--- src/rtl/div_unit.sv ---
// div_unit - iterative radix-2 restoring divider for DIV/DIVU.
//   A start pulse captures operand magnitudes and signs, then one quotient bit
//   is produced per clock. Quotient (to LO) and remainder (to HI) are published
//   with a one-cycle done pulse; a zero divisor short-circuits straight to the
//   result stage with q = all ones and r = dividend.
// Ports:
//   clk       rising-edge clock
//   rst       synchronous reset, active-low
//   start     request, sampled only while busy = 0
//   sgn       1 = signed (DIV), 0 = unsigned (DIVU), captured with start
//   a, b      dividend / divisor, captured with start
//   busy      operation in progress (start ignored)
//   done      one-cycle pulse, q/r/div_zero valid
//   div_zero  last operation had b == 0, held until next accepted start
//   q, r      registered quotient / remainder, held until next done
module div_unit #(
  parameter int wide = 32
) (
  input  logic            clk,
  input  logic            rst,
  input  logic            start,
  input  logic            sgn,
  input  logic [wide-1:0] a,
  input  logic [wide-1:0] b,
  output logic            busy,
  output logic            done,
  output logic            div_zero,
  output logic [wide-1:0] q,
  output logic [wide-1:0] r
);

  localparam int CNT_W = $clog2(wide);
  localparam logic [CNT_W-1:0] CNT_LAST = CNT_W'(wide - 1);

  typedef enum logic [1:0] {S_IDLE, S_RUN, S_FIN} state_t;

  state_t state_q, state_d;

  logic [CNT_W-1:0] cnt_q, cnt_d;
  // The partial remainder is always below |b| after each step, so wide bits
  // hold it; only the trial value t needs the extra bit.
  logic [wide-1:0]  rem_q, rem_d;
  logic [wide-1:0]  quo_q, quo_d;
  logic [wide-1:0]  bmag_q, bmag_d;
  logic [wide-1:0]  araw_q, araw_d;
  logic             neg_q_q, neg_q_d;
  logic             neg_r_q, neg_r_d;
  logic             bzero_q, bzero_d;
  logic             done_q, done_d;
  logic             dz_q, dz_d;
  logic [wide-1:0]  q_q, q_d;
  logic [wide-1:0]  r_q, r_d;
  logic [wide:0]    t;

  function automatic logic [wide-1:0] negate(input logic [wide-1:0] x);
    return wide'(0) - x;
  endfunction

  function automatic logic [wide-1:0] magnitude(input logic [wide-1:0] x, input logic neg);
    return neg ? negate(x) : x;
  endfunction

  // State and datapath registers
  always_ff @(posedge clk) begin
    if (!rst) begin
      state_q <= S_IDLE;
      cnt_q   <= '0;
      rem_q   <= '0;
      quo_q   <= '0;
      bmag_q  <= '0;
      araw_q  <= '0;
      neg_q_q <= 1'b0;
      neg_r_q <= 1'b0;
      bzero_q <= 1'b0;
      done_q  <= 1'b0;
      dz_q    <= 1'b0;
      q_q     <= '0;
      r_q     <= '0;
    end else begin
      state_q <= state_d;
      cnt_q   <= cnt_d;
      rem_q   <= rem_d;
      quo_q   <= quo_d;
      bmag_q  <= bmag_d;
      araw_q  <= araw_d;
      neg_q_q <= neg_q_d;
      neg_r_q <= neg_r_d;
      bzero_q <= bzero_d;
      done_q  <= done_d;
      dz_q    <= dz_d;
      q_q     <= q_d;
      r_q     <= r_d;
    end
  end

  // Next-state logic
  always_comb begin
    state_d = state_q;
    case (state_q)
      S_IDLE:  if (start) state_d = (b == '0) ? S_FIN : S_RUN;
      S_RUN:   if (cnt_q == CNT_LAST) state_d = S_FIN;
      S_FIN:   state_d = S_IDLE;
      default: state_d = S_IDLE;
    endcase
  end

  // Datapath next values
  always_comb begin
    cnt_d   = cnt_q;
    rem_d   = rem_q;
    quo_d   = quo_q;
    bmag_d  = bmag_q;
    araw_d  = araw_q;
    neg_q_d = neg_q_q;
    neg_r_d = neg_r_q;
    bzero_d = bzero_q;
    done_d  = 1'b0;
    dz_d    = dz_q;
    q_d     = q_q;
    r_d     = r_q;
    t       = {rem_q, quo_q[wide-1]};
    case (state_q)
      S_IDLE: begin
        if (start) begin
          quo_d   = magnitude(a, sgn & a[wide-1]);
          bmag_d  = magnitude(b, sgn & b[wide-1]);
          neg_q_d = sgn & (a[wide-1] ^ b[wide-1]);
          neg_r_d = sgn & a[wide-1];
          araw_d  = a;
          bzero_d = (b == '0);
          rem_d   = '0;
          cnt_d   = '0;
          dz_d    = 1'b0;
        end
      end
      S_RUN: begin
        // Restoring step: shift the next dividend bit in and subtract if it fits.
        if (t >= {1'b0, bmag_q}) begin
          rem_d = wide'(t - {1'b0, bmag_q});
          quo_d = {quo_q[wide-2:0], 1'b1};
        end else begin
          rem_d = t[wide-1:0];
          quo_d = {quo_q[wide-2:0], 1'b0};
        end
        cnt_d = cnt_q + CNT_W'(1);
      end
      S_FIN: begin
        done_d = 1'b1;
        if (bzero_q) begin
          q_d  = '1;
          r_d  = araw_q;
          dz_d = 1'b1;
        end else begin
          q_d  = neg_q_q ? negate(quo_q) : quo_q;
          r_d  = neg_r_q ? negate(rem_q) : rem_q;
          dz_d = 1'b0;
        end
      end
      default: ;
    endcase
  end

  // Outputs
  always_comb begin
    busy     = (state_q != S_IDLE);
    done     = done_q;
    div_zero = dz_q;
    q        = q_q;
    r        = r_q;
  end

endmodule

--- config.mk ---
export PLATFORM = sky130hd
export DESIGN_NAME = div_unit
export DESIGN_NICKNAME = d
export VERILOG_FILES = /design/src/rtl/div_unit.sv
export SDC_FILE = /design/constraint.sdc
export NUM_CORES = 1
export LEC_CHECK = 0
export CORE_AREA = 10 10 161 163
export CTS_CLUSTER_SIZE = 8
export DETAILED_ROUTE_END_ITERATION = 8
export DIE_AREA = 0 0 171 173
export PLACE_DENSITY = 0.74
export SLEW_MARGIN = 15
export SYNTH_ARGS = -nofsm -noshare
export SYNTH_HDL_FRONTEND = slang
export SYNTH_SLANG_ARGS = --single-unit
--- constraint.sdc ---
create_clock -name clk -period 7.4 [get_ports clk]
set_input_delay 1.85 -clock clk [delete_from_list [all_inputs] [get_ports clk]]
set_output_delay 1.85 -clock clk [all_outputs]
set_load 0.02 [all_outputs]
======== Word-level counts from Yosys, hierarchy flattened ========
Cells that the tools add are included.
storage, ports and cells
  bits in registers ....................... 204
  input port bits ......................... 68
  output and inout bits ................... 67
cells by class
  $add $sub $neg .......................... 6
  order comparisons ....................... 1
  eq/ne operators ......................... 5
  mux-type cells .......................... 22
  bitwise logic cells ..................... 4
  reduce and logical (&&, ||, !) cells .... 9
operators with widths
  operator                                              count
  two-way mux 32 bit                                    9
  one-hot mux 32 bit (2 select lines)                   2
  subtractor 1 x 32 -> 32 bit (first input constant)    4
  greater-or-equal comparator 33 x 32 -> 1 bit          1
  zero test 32 bit                                      1
  subtractor 32 bit                                     1
  one-hot mux 5 bit (2 select lines)                    1
  AND reduction 2 bit                                   4
  two-way mux 2 bit                                     3
  nonzero test 2 bit                                    3
  adder 5 x 1 -> 5 bit (second input constant)          1
  equality test 5 bit (second input constant)           1
  two-way mux 5 bit                                     1
  two-way mux 1 bit                                     4
  inequality test 2 bit (second input constant)         2
  one-hot mux 2 bit (2 select lines)                    1
  bitwise AND 1 bit                                     3
  equality test 2 x 1 -> 1 bit (second input constant)  1
  equality test 2 bit (second input constant)           1
  zero test 2 bit                                       1
  one-hot mux 1 bit (2 select lines)                    1
  XOR 1 bit                                             1

======== Logic depth before layout (Yosys ltp) ========
Gate-level depths: netlist of the first run.
  word-level depth ........................ 4
  gate-level depth with buffers ........... 13
  depth with buffers taken out ............ 12

======== Worst setup path before layout of the first run ========
No wires, ideal clock.
  kind .................................... input port to flip-flop
  from .................................... input port a[6]
  to ...................................... register quo_q[29]
  setup time .............................. 0.070 ns
  arrival ................................. 3.824 ns
  required time ........................... 7.330 ns
  path slack .............................. 3.505 ns
  stages .................................. 8
  path buffers ............................ 0
  path through ............................ or4_1 -> or4b_1 -> nor4_4 -> nand2_1 -> o41ai_2 -> xnor2_1 -> nand2_1 -> a21oi_1
between the ends
  word-level cells in the longest chain between the ends .. 4
RTL lines
  element                              RTL line  text
  start: declaration                   23        input logic [wide-1:0] a,
  subtractor 1 x 32 -> 32 bit          56        return wide'(0) - x;
  two-way mux 32 bit                   60        return neg ? negate(x) : x;
  two-way mux 32 bit                   124       if (start) begin
  one-hot mux 32 bit (2 select lines)  122       case (state_q)
  end signal: assignment               83        quo_q <= quo_d;
  end: declaration                     43        logic [wide-1:0] quo_q, quo_d;
Every way passes these cells. The select of a mux whose other input is x is not followed.
A chain may end at the register's enable or synchronous reset.

======== Worst setup path after layout of the first run ========
Ends and elaborated chain as after synthesis.

==> out/results.ini, run 1 <==
[status]
outcome=completed

[logic_synthesis]
syn_nets=1669
synth_warnings=0
synth_top_family_by_area=compound AO/OA/AOI/OAI gates
ys_seq_area_share_pct=34.0
synth_top_area_share_pct=34.0
syn_inst=1562
syn_area_sq_um=12000
yosysMostFrequentCell=nand2_1
synth_compound_area_share_pct=27.3
syn_area_per_cell_sq_um=7.69
muxShareOfSynthArea_pct=0.250
synthAdderAreaFrac_pct=4.12
ys_seq_elements=204
ys.flop_type=dfxtp_1
synth_top_area_cell=dfxtp_1
synth-simple-area-share_pct=18.8
synth-edff-count=0
synthDistinctLibCells=68
synthTopCellsByCount=nand2_1 (234), dfxtp_1 (204), a21oi_1 (200)
synth-xor-area-share_pct=10.1
ys_top_cells_by_area=dfxtp_1 (34%), a21oi_1 (8.3%), nand2_1 (7.3%)
synth-async-reset-ratio_pct=0

[route]
drc=0
firstDrtPassIters=6
viasPerCell=6.07
ant_nets=0
drt_iter0_drc=1043
wl_per_cell_um=17.9
vias=11700
routed_wirelength_um=34400

[clock_network]
cts_setup_buffers=0
cts_tree=yes
insertion_delay_ns=0.53
hold_buffers=0
cts-resized-gates=0
cts_num_sinks=204
cts_max_path_buffers=3
clk_pin_slew_ns=0.05
cts-buffers-inserted=29
h-tree-depth=1
clock_tree.root_cell=clkbuf_16

[floorplanning]
start_util_pct=53.2
die_x_um=171
num_rows=55
core-area_sq_um=22600
die_y_um=173
fp.dieArea_sq_um=29600
num_io_pins=135

[finish]
nFillCells=2056
drive_above_1_share_pct=4.03
seq_area_sq_um=4080
area_growth_pct=17.8
fin_area_sq_um=14200
multi_input_area_sq_um=7320
nNetsFinal=1743

[sta]
period_minus_slack_ns=4.23
rsz0062_at_grt=no
finalSetupViolations=0
fmax_mhz=237
fin_setup_tns_ns=0
period_share_pct=57.1
drv_slew=0
tightest_slew_ns=1.17
hold_viol=0
maxSlewHeadroom_pct=22.0
fin_skew_ns=0.0122

[pwr]
leakage_nw=5.37
powerDensity_nw_per_um2=348
peakVddDrop_v=0.000226

[grt]
grtUsageMet2_pct=35.2
grt_use_met3_pct=3.28
grt_max_degree=107
grt_pass1_vias=10900
antenna_found_initial=1
overflow=0
use_met1_pct=29.6
grt_pass1_wl_um=55500
top_usage_layer=met2
track_usage_pct=22.1

[place]
dp_hpwl_um=24800
port_buffers=134
routabilityCongestion=0.951
place_area_sq_um=13400

[min_path]
hold_depth=2
holdPathEnd=bmag_q[18]
hold_path.class=register to register
worstHoldStart=bmag_q[18]

[critical_path]
crit_path_end_kind=register
cp.required_ns=7.85
critPathMaxFanout=6
worst-r2r-setup-slack_ns=3.47
crit_arrival_ns=4.68
path_class=primary input to register
reg2reg_from=rem_q[5]
critPathLaunch=a[6]
r2r_cells=9
r2r-end=rem_q[14]
start_kind=primary input

[job]
maxCapViolCount=0

-- layout by cell type (no fill, tap or decap), types with 12 or more instances in the layout --
cell             instances
nand2_1                234
dfxtp_1                204
a21oi_1                200
clkdlybuf4s50_1        133
o21ai_0                117
nor2_1                 100
xor2_1                  88
inv_1                   57
xnor2_1                 51
ha_1                    38
o31ai_1                 30
a22oi_1                 30
clkbuf_16               29
a211oi_1                27
nor3_1                  25
nand3_1                 23
a21o_1                  20
o211ai_1                19
a31oi_1                 18
or4_1                   16
or3_1                   16
nand4_1                 13
nor4_1                  12
a32oi_1                 12
buf_4                   12
-- per-layer routing --
layer	wire, um	share of wire (%)	vias to the layer above
met1	15400	45	5412
met4	1060	3.1	0
met2	15500	45	440
met5	0	0	-
met3	2540	7.4	69
li1	-	-	5742
-- worst max-delay path by stage --
stage / endpoint / slack (ns) / depth (start not counted)
after global routing: quo_q[29] / 3.05 / 9
after CTS: quo_q[29] / 3.21 / 9
after detailed placement: quo_q[29] / 2.67 / 9
final: quo_q[29] / 3.17 / 9
after floorplan: quo_q[29] / 3.51 / 8
after global placement: quo_q[29] / 2.74 / 9
-- kinds of logic after synthesis --
logic type	after synthesis
AND/OR/NAND/NOR	484
buffers and inverters	162
adder cells (fa/ha/maj)	39
XOR/XNOR	139
multiplexers	3
flip-flops	204
AO/OA/AOI/OAI	531
-- area by class of cell --
class	count	share of cell area, %
Antenna cell	1	0.0177
Clock buffer	32	5.28
Inverter	59	1.58
Multi-Input combinational cell	1196	51.7
Sequential cell	204	28.8
Tap cell	285	2.52
Timing Repair Buffer	146	10.1
-- report_power, final --
group          internal, mW  switching, mW  total [mW]
clock                 0.693          0.453        1.15
combinational         0.925           1.42        2.35
sequential             1.22          0.215        1.43
-- flip-flops by register name, summed over array words and instances (netlist names) --
register / count
araw_q: 32
bmag_q: 32
bzero_q: 1
cnt_q: 5
div_zero: 1
done: 1
neg_q_q: 1
neg_r_q: 1
q: 32
quo_q: 32
r: 32
rem_q: 32
state_q: 2
-- through the flow --
stage | total power, mW | hold slack [ns] | setup slack, ns | util [%] | cells
3_3_place_gp | 3.71 | 0.442 | 2.74 | 59.4 | 1890
4_1_cts | 4.89 | 0.452 | 3.21 | 62.7 | 1922
5_1_grt | 5.27 | 0.470 | 3.05 | 62.7 | 1922
3_5_place_dp | 3.74 | 0.446 | 2.67 | 59.4 | 1890
6_report | 4.92 | 0.449 | 3.17 | 62.7 | 1923
2_1_floorplan | 3.20 | 0.432 | 3.51 | - | 1562
-- worst max-delay path, cell delays in order --
cell and delay, ns:
clkdlybuf4s50_1 0.50, or4_1 0.63, or4b_1 0.60, nor4_4 0.29, nand2_1 0.17, o41ai_2 0.25
xnor2_1 0.16, nand2_1 0.07, a21oi_1 0.17
No activity file was read; power rests on OpenSTA's default activity.
==> inputs of run 2 (changes only) <==
==> constraint.sdc (replaced) <==
create_clock -name clk -period 4.4 [get_ports clk]
set_input_delay 1.1 -clock clk [delete_from_list [all_inputs] [get_ports clk]]
set_output_delay 1.1 -clock clk [all_outputs]
set_load 0.02 [all_outputs]
==> out/results.ini, run 2 (synthesized netlist as in run 1, its figures left out) <==
[route]
ant_nets=0
drt-met1-wl_um=16100
met2_wirelength_um=16100
routed_wirelength_um=35500
drc=0
vias=11700
wl_per_cell_um=18.4
wl_met3_um=2450
viasPerCell=6.06
topRoutingLayerUsed=met4
firstDrtPassIters=6
drt_iter0_drc=1037

[sta]
period_minus_slack_ns=3.47
fin_skew_ns=0.0117
finalSetupViolations=0
period_share_pct=78.8
rsz0062_at_grt=no
hold_viol=0
fin_setup_tns_ns=0
drv_slew=0
maxSlewHeadroom_pct=20.0
tightest_slew_ns=1.20
fmax_mhz=288

[pwr]
leakage_nw=5.43
total_power_mw=8.45
peakVddDrop_v=0.000395
powerDensity_nw_per_um2=593

[grt]
grt_pass1_vias=10900
track_usage_pct=22.9
antenna_found_initial=1
grt_pass1_wl_um=56900
overflow=0
grt_max_degree=67

[clock_network]
cts_num_sinks=204
cts_setup_buffers=0
clock_tree.root_cell=clkbuf_16
cts-resized-gates=0
cts-buffers-inserted=29
clk_pin_slew_ns=0.05
insertion_delay_ns=0.53
cts_tree=yes
h-tree-depth=1
hold_buffers=0
cts_max_path_buffers=3

[critical_path]
crit_path_end_kind=register
cp.required_ns=4.86
path_class=primary input to register
worst-r2r-setup-slack_ns=0.97
critPathMaxFanout=6
start_kind=primary input
crit_arrival_ns=3.92

[floorplanning]
num_io_pins=135
fp.dieArea_sq_um=29600
start_util_pct=53.2
core-area_sq_um=22600
die_x_um=171
num_rows=55
die_y_um=173

[finish]
nFillCells=2088
nNetsFinal=1752
stdcell_count=1931
fin_area_sq_um=14200
layout_common_cells=nand2_1 (234), dfxtp_1 (204), a21oi_1 (200)
drive_above_1_share_pct=4.68
layout_commonest_cell=nand2_1
area_growth_pct=18.6

[status]
outcome=completed

[place]
place_area_sq_um=13500
routabilityCongestion=0.943
port_buffers=134
dp_hpwl_um=26000
dp.cells=1899

[job]
maxCapViolCount=0

[min_path]
hold_path.class=register to register

-- run 2: changes by cell type in the layout (fill, tap and decap cells not counted) --
cell / delta
nand2b_1: -1
clkbuf_8: +1
buf_12: +1
clkbuf_1: -2
buf_4: +8
nand2b_2: +1
-- run 2: power by group --
part | switching, mW | internal (mW)
sequential | 0.352 | 2.05
clock | 0.759 | 1.18
combinational | 2.51 | 1.61
total | 3.62 | 4.83
-- run 2: critical path, cell delays in order --
cell and delay [ns]:
clkdlybuf4s50_1 0.50, or4_1 0.61, or4b_1 0.59, nor4_4 0.31, nand2_1 0.17, o41ai_2 0.25
xnor2_1 0.16, nand2_1 0.07, a21oi_1 0.17
-- run 2: path summary, 6_finish.rpt --
path	from	end	depth (start not counted)
setup / recovery	a[6]	quo_q[29]	9
hold reg to reg	r[13]	r[13]	2
hold / removal	r[13]	r[13]	2
setup reg to reg	quo_q[31]	rem_q[28]	12
-- run 2: stage by stage --
step / worst slack [ns] / hold slack, ns / util [%]
after floorplan: 1.26 / 0.432 / -
after global placement: 0.489 / 0.441 / 59.8
after detailed placement: 0.474 / 0.445 / 59.8
after CTS: 0.991 / 0.453 / 63.1
after global routing: 0.738 / 0.466 / 63.1
final: 0.933 / 0.451 / 63.1
-- run 2: routing by layer --
metal	vias up	GRT usage [%]
met4	0	7.32
met1	5469	30.9
met3	53	3.23
met2	423	36.7
li1	5758	-
met5	-	0
-- run 2: area by class of cell --
cell class | instances | area [sq um] | area share, %
multi-input combinational | 1196 | 7320 | 51.4
clock buffer | 31 | 753 | 5.29
tap | 285 | 357 | 2.50
timing repair buffer | 155 | 1510 | 10.6
sequential | 204 | 4080 | 28.7
antenna | 1 | 2.50 | 0.0176
inverter | 59 | 224 | 1.57
==> inputs of run 3 (changes only) <==
==> constraint.sdc (replaced) <==
create_clock -name clk -period 3.6 [get_ports clk]
set_input_delay 0.9 -clock clk [delete_from_list [all_inputs] [get_ports clk]]
set_output_delay 0.9 -clock clk [all_outputs]
set_load 0.02 [all_outputs]
==> out/results.ini, run 3 (synthesized netlist as in run 1, its figures left out) <==
[place]
pre_cts_ws_ns=0.0167
port_buffers=134
routabilityCongestion=0.900
dp_hpwl_um=26100

[critical_path]
start_kind=register
crit_arrival_ns=3.65
worst_path_max_delay_cell=fa_1
critPathMaxFanout=3
crit_path_end_kind=register
cp.required_ns=3.99
crit_chain=inv_1, ha_1, inv_1, fa_1, a21oi_1, o211ai_1, a31oi_1, o21ai_1, a221o_1, a221oi_1, xor2_1, a31oi_1
max_stage_delay_ns=0.41
crit_family=compound AO/OA/AOI/OAI gates
crit_buf_inv=2
path_class=register to register

[route]
vias=11600
firstDrtPassIters=5
drc=0
drt_iter0_drc=956
viasPerCell=5.96
wl_per_cell_um=18.0
routed_wirelength_um=35200
ant_nets=0

[pwr]
peakVddDrop_v=0.000534
leakage_nw=5.52
powerDensity_nw_per_um2=720
total_power_mw=10.4

[clock_network]
cts-buffers-inserted=29
cts_num_sinks=204
insertion_delay_ns=0.53
cts_setup_buffers=0
clock_tree.root_cell=clkbuf_16
clk_pin_slew_ns=0.05
h-tree-depth=1
hold_buffers=0
cts-resized-gates=0
cts_tree=yes
cts_max_path_buffers=3

[floorplanning]
fp.dieArea_sq_um=29600
core-area_sq_um=22600
start_util_pct=53.2
num_rows=55
die_y_um=173
die_x_um=171
num_io_pins=135

[finish]
layout_commonest_cell=nand2_1
drive_above_1_share_pct=5.70
utilization_pct=63.8
area_growth_pct=19.9
nNetsFinal=1772
layout_common_cells=nand2_1 (234), dfxtp_1 (204), a21oi_1 (200)

[sta]
fin_skew_ns=0.0197
tightest_slew_ns=1.08
period_minus_slack_ns=3.26
fin_setup_tns_ns=0
finalSetupViolations=0
period_share_pct=90.5
rsz0062_at_grt=no
setup_slack_ns=0.342
maxSlewHeadroom_pct=27.9
hold_viol=0
drv_slew=0
fmax_mhz=307

[grt]
grt_pass1_vias=11000
track_usage_pct=22.6
antenna_found_initial=1
overflow=0
grt_max_degree=97
grt_pass1_wl_um=56400

[job]
maxCapViolCount=0

[status]
outcome=completed

[min_path]
hold_path.class=register to register

-- run 3: stage by stage --
step,hold slack (ns),area (sq um),instances
after floorplan,0.432,12000,1562
after global placement,0.442,13700,1919
after detailed placement,0.445,13700,1919
after CTS,0.451,14400,1951
after global routing,0.469,14400,1952
final,0.450,14400,1952
-- run 3: final cells by class --
class	count	area [sq um]
multi-input cells	1196	7320
diodes	1	2.50
inverters	59	224
well taps	285	357
fillers	2066	8170
repair buffers	175	1670
clock buffers	32	747
flip-flops and latches	204	4080
-- run 3: worst register-to-register path: cells and delay by family, from the launching register on --
kind                     cells  cell delay (ns)
AO/OA/AOI/OAI                7             1.85
XOR/XNOR                     1             0.20
adder cells (fa/ha/maj)      2             0.59
buffers and inverters        2             0.18
flip-flops                   1             0.32
-- run 3: path summary, 6_finish.rpt --
kind / endpoint / slack, ns / cells after the start / startpoint
min: bmag_q[16] / 0.45 / 2 / bmag_q[16]
max: rem_q[28] / 0.34 / 12 / quo_q[31]
max reg2reg: rem_q[28] / 0.34 / 12 / quo_q[31]
min reg2reg: bmag_q[16] / 0.45 / 2 / bmag_q[16]
-- run 3: report_power, final --
group | switching [mW] | internal, mW
Sequential | 0.398 | 2.50
Combinational | 3.05 | 2.07
Clock | 0.922 | 1.42
-- run 3: routing by layer --
layer / vias up / wire length, um / global-route usage (%)
met5: - / 0 / 0
met4: 0 / 978 / 7.14
met3: 58 / 2250 / 3.10
met2: 380 / 16000 / 36.6
met1: 5402 / 16000 / 30.3
li1: 5789 / - / -
